### config.mk
export PLATFORM = sky130hd
export DESIGN_NAME = mod_updown_counter
export DESIGN_NICKNAME = d
export VERILOG_FILES = /design/src/rtl/mod_cntr_pkg.sv /design/src/rtl/mod_cntr_step.sv /design/src/rtl/mod_updown_counter.sv
export SDC_FILE = /design/constraint.sdc
export NUM_CORES = 1
export LEC_CHECK = 0
export BUFFER_PORTS_ARGS = -buffer_cell sky130_fd_sc_hd__buf_2
export CORE_UTILIZATION = 44
export CTS_BUF_LIST = sky130_fd_sc_hd__clkbuf_8
export CTS_CLUSTER_DIAMETER = 100
export DETAILED_ROUTE_END_ITERATION = 8
export PLACE_DENSITY_LB_ADDON = 0.12
export SETUP_SLACK_MARGIN = 0.2
export SYNTH_ARGS = -nofsm -noshare
export SYNTH_HDL_FRONTEND = slang
export SYNTH_HIERARCHICAL = 1
export SYNTH_SLANG_ARGS = --single-unit
### constraint.sdc
create_clock -name clk -period 2.3 [get_ports clk]
set_input_delay 0.115 -clock clk [delete_from_list [all_inputs] [get_ports clk]]
set_output_delay 0.115 -clock clk [all_outputs]
set_load 0.05 [all_outputs]
### src/rtl/mod_cntr_pkg.sv
// Shared constants and terminal-value helper for the modulo up/down counter.
package mod_cntr_pkg;

  localparam logic DIR_UP    = 1'b1;
  localparam logic DIR_DN    = 1'b0;
  localparam logic MODE_WRAP = 1'b0;
  localparam logic MODE_SAT  = 1'b1;
  localparam int   MAX_W     = 32;

  // Last legal count (MOD_VAL-1), one bit wider than the widest counter so 2**W moduli fit.
  function automatic logic [MAX_W:0] term_val(input longint unsigned mod_val);
    return (MAX_W+1)'(mod_val - 64'd1);
  endfunction

endpackage

### src/rtl/mod_cntr_step.sv
// Combinational next-count for one enabled step: wraps or holds at the range ends
// and flags the terminal event.
module mod_cntr_step
  import mod_cntr_pkg::*;
#(
  parameter int              CNTR_WIDTH = 8,
  parameter longint unsigned MOD_VAL    = 64'd1 << CNTR_WIDTH
) (
  input  logic [CNTR_WIDTH-1:0] cnt,
  input  logic                  dir,
  input  logic                  mode,
  output logic [CNTR_WIDTH-1:0] nxt_cnt,
  output logic                  term
);

  localparam logic [MAX_W:0]      TERM_FULL = term_val(MOD_VAL);
  localparam logic [CNTR_WIDTH:0] TERM      = TERM_FULL[CNTR_WIDTH:0];
  localparam logic [CNTR_WIDTH-1:0] TOP     = TERM[CNTR_WIDTH-1:0];

  logic at_top;
  logic at_bot;

  assign at_top = ({1'b0, cnt} == TERM);
  assign at_bot = (cnt == '0);

  always_comb begin
    nxt_cnt = cnt;
    term    = 1'b0;
    case (dir)
      DIR_UP: begin
        if (at_top) begin
          term = 1'b1;
          if (mode == MODE_WRAP) nxt_cnt = '0;
        end else begin
          nxt_cnt = cnt + CNTR_WIDTH'(1);
        end
      end
      DIR_DN: begin
        if (at_bot) begin
          term = 1'b1;
          if (mode == MODE_WRAP) nxt_cnt = TOP;
        end else begin
          nxt_cnt = cnt - CNTR_WIDTH'(1);
        end
      end
    endcase
  end

endmodule

### src/rtl/mod_updown_counter.sv
// Modulo up/down counter, clr > ld > en, registered count and terminal pulse (1-cycle latency, no backpressure).
// Define MOD_CNTR_OVF_STICKY_EN to add the sticky overflow flag (ovf_clr/ovf_o).
module mod_updown_counter
  import mod_cntr_pkg::*;
#(
  parameter int              CNTR_WIDTH = 8,
  parameter longint unsigned MOD_VAL    = 64'd1 << CNTR_WIDTH,
  parameter int              SATURATE   = 0
) (
  input  logic                  clk,
  input  logic                  rst,
  input  logic                  en,
  input  logic                  dir,
  input  logic                  clr,
  input  logic                  ld,
  input  logic [CNTR_WIDTH-1:0] ld_val,
  output logic [CNTR_WIDTH-1:0] cntr_o,
  output logic                  tc_o,
`ifdef MOD_CNTR_OVF_STICKY_EN
  output logic                  zero_o,
  input  logic                  ovf_clr,
  output logic                  ovf_o
`else
  output logic                  zero_o
`endif
);

  localparam logic [MAX_W:0]        TERM_FULL = term_val(MOD_VAL);
  localparam logic [CNTR_WIDTH:0]   TERM      = TERM_FULL[CNTR_WIDTH:0];
  localparam logic [CNTR_WIDTH-1:0] TOP       = TERM[CNTR_WIDTH-1:0];
  localparam logic                  MODE      = (SATURATE != 0) ? MODE_SAT : MODE_WRAP;

  logic [CNTR_WIDTH-1:0] step_cnt;
  logic                  step_term;
  logic [CNTR_WIDTH-1:0] ld_clamped;
  logic                  tc_ev;

  mod_cntr_step #(
    .CNTR_WIDTH (CNTR_WIDTH),
    .MOD_VAL    (MOD_VAL)
  ) u_step (
    .cnt     (cntr_o),
    .dir     (dir),
    .mode    (MODE),
    .nxt_cnt (step_cnt),
    .term    (step_term)
  );

  assign ld_clamped = ({1'b0, ld_val} > TERM) ? TOP : ld_val;
  // A terminal event only counts when the step actually wins the priority mux.
  assign tc_ev      = en && !clr && !ld && step_term;

  always_ff @(posedge clk or posedge rst) begin
    if (rst) begin
      cntr_o <= '0;
      tc_o   <= 1'b0;
    end else begin
      tc_o <= tc_ev;
      if (clr)     cntr_o <= '0;
      else if (ld) cntr_o <= ld_clamped;
      else if (en) cntr_o <= step_cnt;
    end
  end

  assign zero_o = (cntr_o == '0);

`ifdef MOD_CNTR_OVF_STICKY_EN
  always_ff @(posedge clk or posedge rst) begin
    if (rst)          ovf_o <= 1'b0;
    else if (tc_ev)   ovf_o <= 1'b1;
    else if (ovf_clr) ovf_o <= 1'b0;
  end
`endif

endmodule

Word level (Yosys, flattened, before mapping) --
Cells that the tools add are included.
Cells by class: multiply operators 0, shifts and indexed selects 0, bitwise logic cells 1, muxes and demuxes 9, reductions and logical operators 7, $lt $le $gt $ge 0, add/subtract/negate cells 2, equality and inequality tests 1, div/mod/pow operators 0
Operators with widths (number):
- 8-bit 2-to-1 mux | 5
- 8-bit case mux with 2 select lines | 1
- 8-bit by 1-bit adder with 8-bit output (second input constant) | 1
- 8-bit equality test (second input constant) | 1
- 8-bit logical NOT | 1
- 8-bit by 1-bit subtractor with 8-bit output (second input constant) | 1
- 1-bit logical AND | 3
- 3-bit nonzero test | 1
- 1-bit logical NOT | 2
- 1-bit 2-to-1 mux | 2
- 1-bit case mux with 2 select lines | 1
- 1-bit inverter | 1
Storage, ports and cells: memories 0, bits in writable memories 0, word-level logic and storage cells 22, bits in read-only memories 0, bits in registers 9, bits in latches 0, input bits 14, output and inout bits 10

Logic depth before layout (Yosys ltp) --
word-level depth 6, depth in mapped cells 9, gate-level depth less buffers 8

Hierarchy --
Netlist, hierarchy kept.
By module, submodules not included:
- mod_cntr_step | seq. area each 0.0 µm², area each 631.9 µm², instances 1, cells an instance 91
- mod_updown_counter | seq. area each 225.2 µm², area each 469.2 µm², instances 1, cells an instance 44

Worst setup path after synthesis --
Ideal clock, no wire load.
path type flip-flop to flip-flop, from reg cntr_o[0], to reg cntr_o[5], clock period less this slack 2457 ps, path buffers 1, arrival time 2363 ps, slack -157 ps, stages on the path, launching flop included 10, data required time 2206 ps, setup time 94 ps, path through dfrtp_1 -> clkbuf_8 -> inv_1 -> ha_1 -> or4b_4 -> nor3_1 -> o31a_1 -> o22a_1 -> mux2i_1 -> a211oi_1
Between the ends: word-level cells in the longest chain between the ends 6, elaborated cells on any way between the ends 10, classes of those cells add/sub (2); eq/ne (1); mux (6); reduce/logical (1)
Ends and longest elaborated chain:
- start, declared | RTL line mod_updown_counter.sv:17 | output logic [CNTR_WIDTH-1:0] cntr_o,
- start signal, assigned | RTL line mod_updown_counter.sv:60 | else if (ld) cntr_o <= ld_clamped;
- start signal, assigned | RTL line mod_updown_counter.sv:61 | else if (en) cntr_o <= step_cnt;
- 8-bit by 1-bit subtractor with 8-bit output (tied with other cells) | RTL line mod_cntr_step.sv:43 | nxt_cnt = cnt - CNTR_WIDTH'(1);
- 8-bit 2-to-1 mux, on equally long branches | RTL line mod_cntr_step.sv:39, mod_cntr_step.sv:31
- 8-bit case mux with 2 select lines * | RTL line mod_cntr_step.sv:29 | case (dir)
- named net step_cnt[5] | RTL line mod_updown_counter.sv:33 | logic [CNTR_WIDTH-1:0] step_cnt;
- 8-bit 2-to-1 mux * | RTL line mod_updown_counter.sv:61
- 8-bit 2-to-1 mux * | RTL line mod_updown_counter.sv:60
- 8-bit 2-to-1 mux * | RTL line mod_updown_counter.sv:59 | if (clr) cntr_o <= '0;
The timed path passes the listed nets; every way through them passes the cells marked *. The select of a mux whose other input is x is not followed. A chain may end at the register's enable or synchronous reset.

Worst setup path in the final report --
from reg cntr_o[1], to reg cntr_o[5]
Same word-level chain as after synthesis.

==> metrics.txt <==
synth-to-layout area growth 23.1%; setup violators final 0; vias per cell 6.17; Slowest-stage cell, CP or4b_4; antenna violations before repair 0; fin. max-slew vios 0; vias in the first global route 1,061; Setup CP Type flop to flop; f_max 487 MHz; detailed-route via count 1,185; GR Util met2 0.417; area of the multi-input gates 805 sq um; Synth Flop Type dfrtp_1; Leak 0.604 nW; ANT cells 0; critical path peak fanout 3; HP Start ld; Initial Util 0.484; Global Route Usage Sum 0.254; Worst setup startpoint cntr_o[1]; H-tree depth 1; Setup TNS 0 ps; CTS sink cnt 9; critical path startpoint category flop; DRC viols 0; Iter 0 DRT Violations 49; Avg Synthesized Cell Area 8.16 sq um; portion of netlist area occupied by mux cells 0.119; largest family of logic cells by synthesized area simple AND/OR/NAND/NOR gates; period utilization 0.893; layout cells sized above 1 0.372; CTS Root Cell clkbuf_8; CP Buf/Inv Count 1; RSZ-0062 raised after global routing yes; Post-synth ARST share 1.00; crit path time final 2050 ps; WL final 3110 um; core area 0.00228 sq mm; max cap viols 0; CTS tree yes; Reg clk slew, reported paths 50 ps; sequential area share after synthesis 0.205; HPWL Detailed 2260 um; met1 Usage GRT 0.363; nets 182; Hold WC Path Type input port to flop; Slowest Stage Delay on Critical Path 470 ps; total CTS buffers 3; routability cong. 0.935; Ys Warns 6; met3 usage 0.00877; Worst R2R Start cntr_o[1]; cell family with most CP delay simple AND/OR/NAND/NOR gates; TritonRoute pass-1 iters 4; synth unique cells 47; Cell Pwr Density 503 mW/mm^2; Ports 24; Worst EP arrival 2150 ps; crit path cell chain inv_4 -> ha_4 -> or4b_4 -> and3_4 -> o31a_1 -> o22a_1 -> mux2i_1 -> a211oi_1; sequential cell area 228 sq um; critical path endpoint category flop; required time worst endpoint 2400 ps; Filler Cells Inserted 196; die height 52.0 um; Post-synth EDFFs 0; Routed Antenna Nets 0; status complete, no violations; Die W 52.0 um; layer with the highest usage met2; final hold violations 0; wire per inst 16.2 um; Hold Slack 156 ps; first-pass GRT wire length 5180 um; GR Overflow Total 0; port bufs 23; post-synthesis adder-cell area fraction 0.0341; flops & latches, synth 9; xor and xnor fraction of the mapped netlist area 0; synthesized area 0.00110 sq mm; Max clock buf depth 2; peak supply drop 0.000468 V; Post-Synth Simple-Gate Area 0.284; largest net degree at the start of global routing 18; clock skew 1.47 ps; die area 0.00271 sq mm; Cells after Synth 135; worst skew pair latency 230 ps; post-synthesis compound-gate area fraction 0.248; cell row count 17
[power breakdown]
group / switching, mW / internal [mW] / leakage (nW)
Combinational: 0.198 / 0.126 / 0.463
Sequential: 0.0109 / 0.171 / 0.115
Clock: 0.0596 / 0.116 / 0.0269
[flip-flops by register name (all words and copies together), names as in the netlist]
name,cells
cntr_o,8
tc_o,1
[layout make-up]
type                    instances  area share
multi-input cells             109       0.594
repair buffers                 36       0.159
clock inverters                 1     0.00277
inverters                       6      0.0203
flip-flops and latches          9       0.168
clock buffers                   3      0.0305
well taps                      28      0.0259
[timing repair]
action,CTS,global route
resized for setup,1,7
hold buffers,1,0
setup endpoints to repair,2,5
pin swaps,0,4
hold endpoints to repair,9,0
buffers inserted,0,1
[cell usage in the layout, fill, tap and decap left out, types with 3 or more instances in the layout]
cell and count:
nor3_2 3, nand2_1 12, nor2b_1 8, o21ai_0 8, nand4_1 3, a211oi_1 6, mux2i_1 12, buf_4 12
a211oi_2 3, nor2_1 3, inv_1 4, dfrtp_1 7, nand3_1 5, nor3_1 6, buf_2 23, clkbuf_8 3
a21oi_1 3
[synth_stat cells, types with 2 or more instances]
| master | n | area share |
|---|---|---|
| or4_1 | 2 | 0.014 |
| a21oi_1 | 3 | 0.014 |
| a211o_1 | 2 | 0.016 |
| o31a_1 | 2 | 0.016 |
| clkbuf_8 | 3 | 0.038 |
| o21ai_0 | 8 | 0.036 |
| nand2_1 | 12 | 0.041 |
| nand3_1 | 5 | 0.023 |
| a31oi_1 | 2 | 0.011 |
| nor2_1 | 4 | 0.014 |
| a211oi_1 | 9 | 0.061 |
| nand4_1 | 3 | 0.017 |
| nor3_1 | 8 | 0.036 |
| and4_1 | 2 | 0.016 |
| ha_1 | 3 | 0.034 |
| inv_1 | 5 | 0.017 |
| mux2i_1 | 12 | 0.11 |
| a311oi_1 | 2 | 0.016 |
| nor2b_1 | 8 | 0.045 |
| clkbuf_1 | 5 | 0.017 |
| dfrtp_1 | 9 | 0.20 |
[kinds of logic (layout without fill, tap and decap cells)]
group / Yosys count / in the layout
and+or+nand+nor: 53 / 53
DFF: 9 / 9
muxes: 13 / 13
buffers and inverters: 18 / 46
AOI/OAI and AO/OA: 38 / 38
adders and majority gates: 3 / 3
other: 1 / 2
[per-layer routing]
layer  vias to the layer above  wire (um)
met1                       561       1440
met5                         -          0
met3                         2        142
met4                         0          8
met2                        49       1520
li1                        573          -
[final timing paths]
path / to / slack, ps / depth (start not counted)
worst max register to register: cntr_o[5] / 250 / 8
min in group asynchronous: cntr_o[3] / 390 / 3
max in group asynchronous: cntr_o[1] / 1640 / 3
worst max-delay path: cntr_o[5] / 250 / 8
worst min register to register: cntr_o[2] / 850 / 3
worst min-delay path: tc_o / 160 / 2
[through the flow]
| step | setup WS, ps | std cells | util | area, sq um | power [mW] |
|---|---|---|---|---|---|
| global placement | 248 | 186 | 0.556 | 1260 | 0.488 |
| floorplan | 37.3 | 136 | - | 1130 | 0.415 |
| detailed placement | 175 | 186 | 0.556 | 1260 | 0.491 |
| global route | 128 | 192 | 0.595 | 1360 | 0.721 |
| CTS | 205 | 191 | 0.580 | 1320 | 0.669 |
| finish | 247 | 192 | 0.595 | 1360 | 0.682 |
Power figures use the tool's default switching activity.
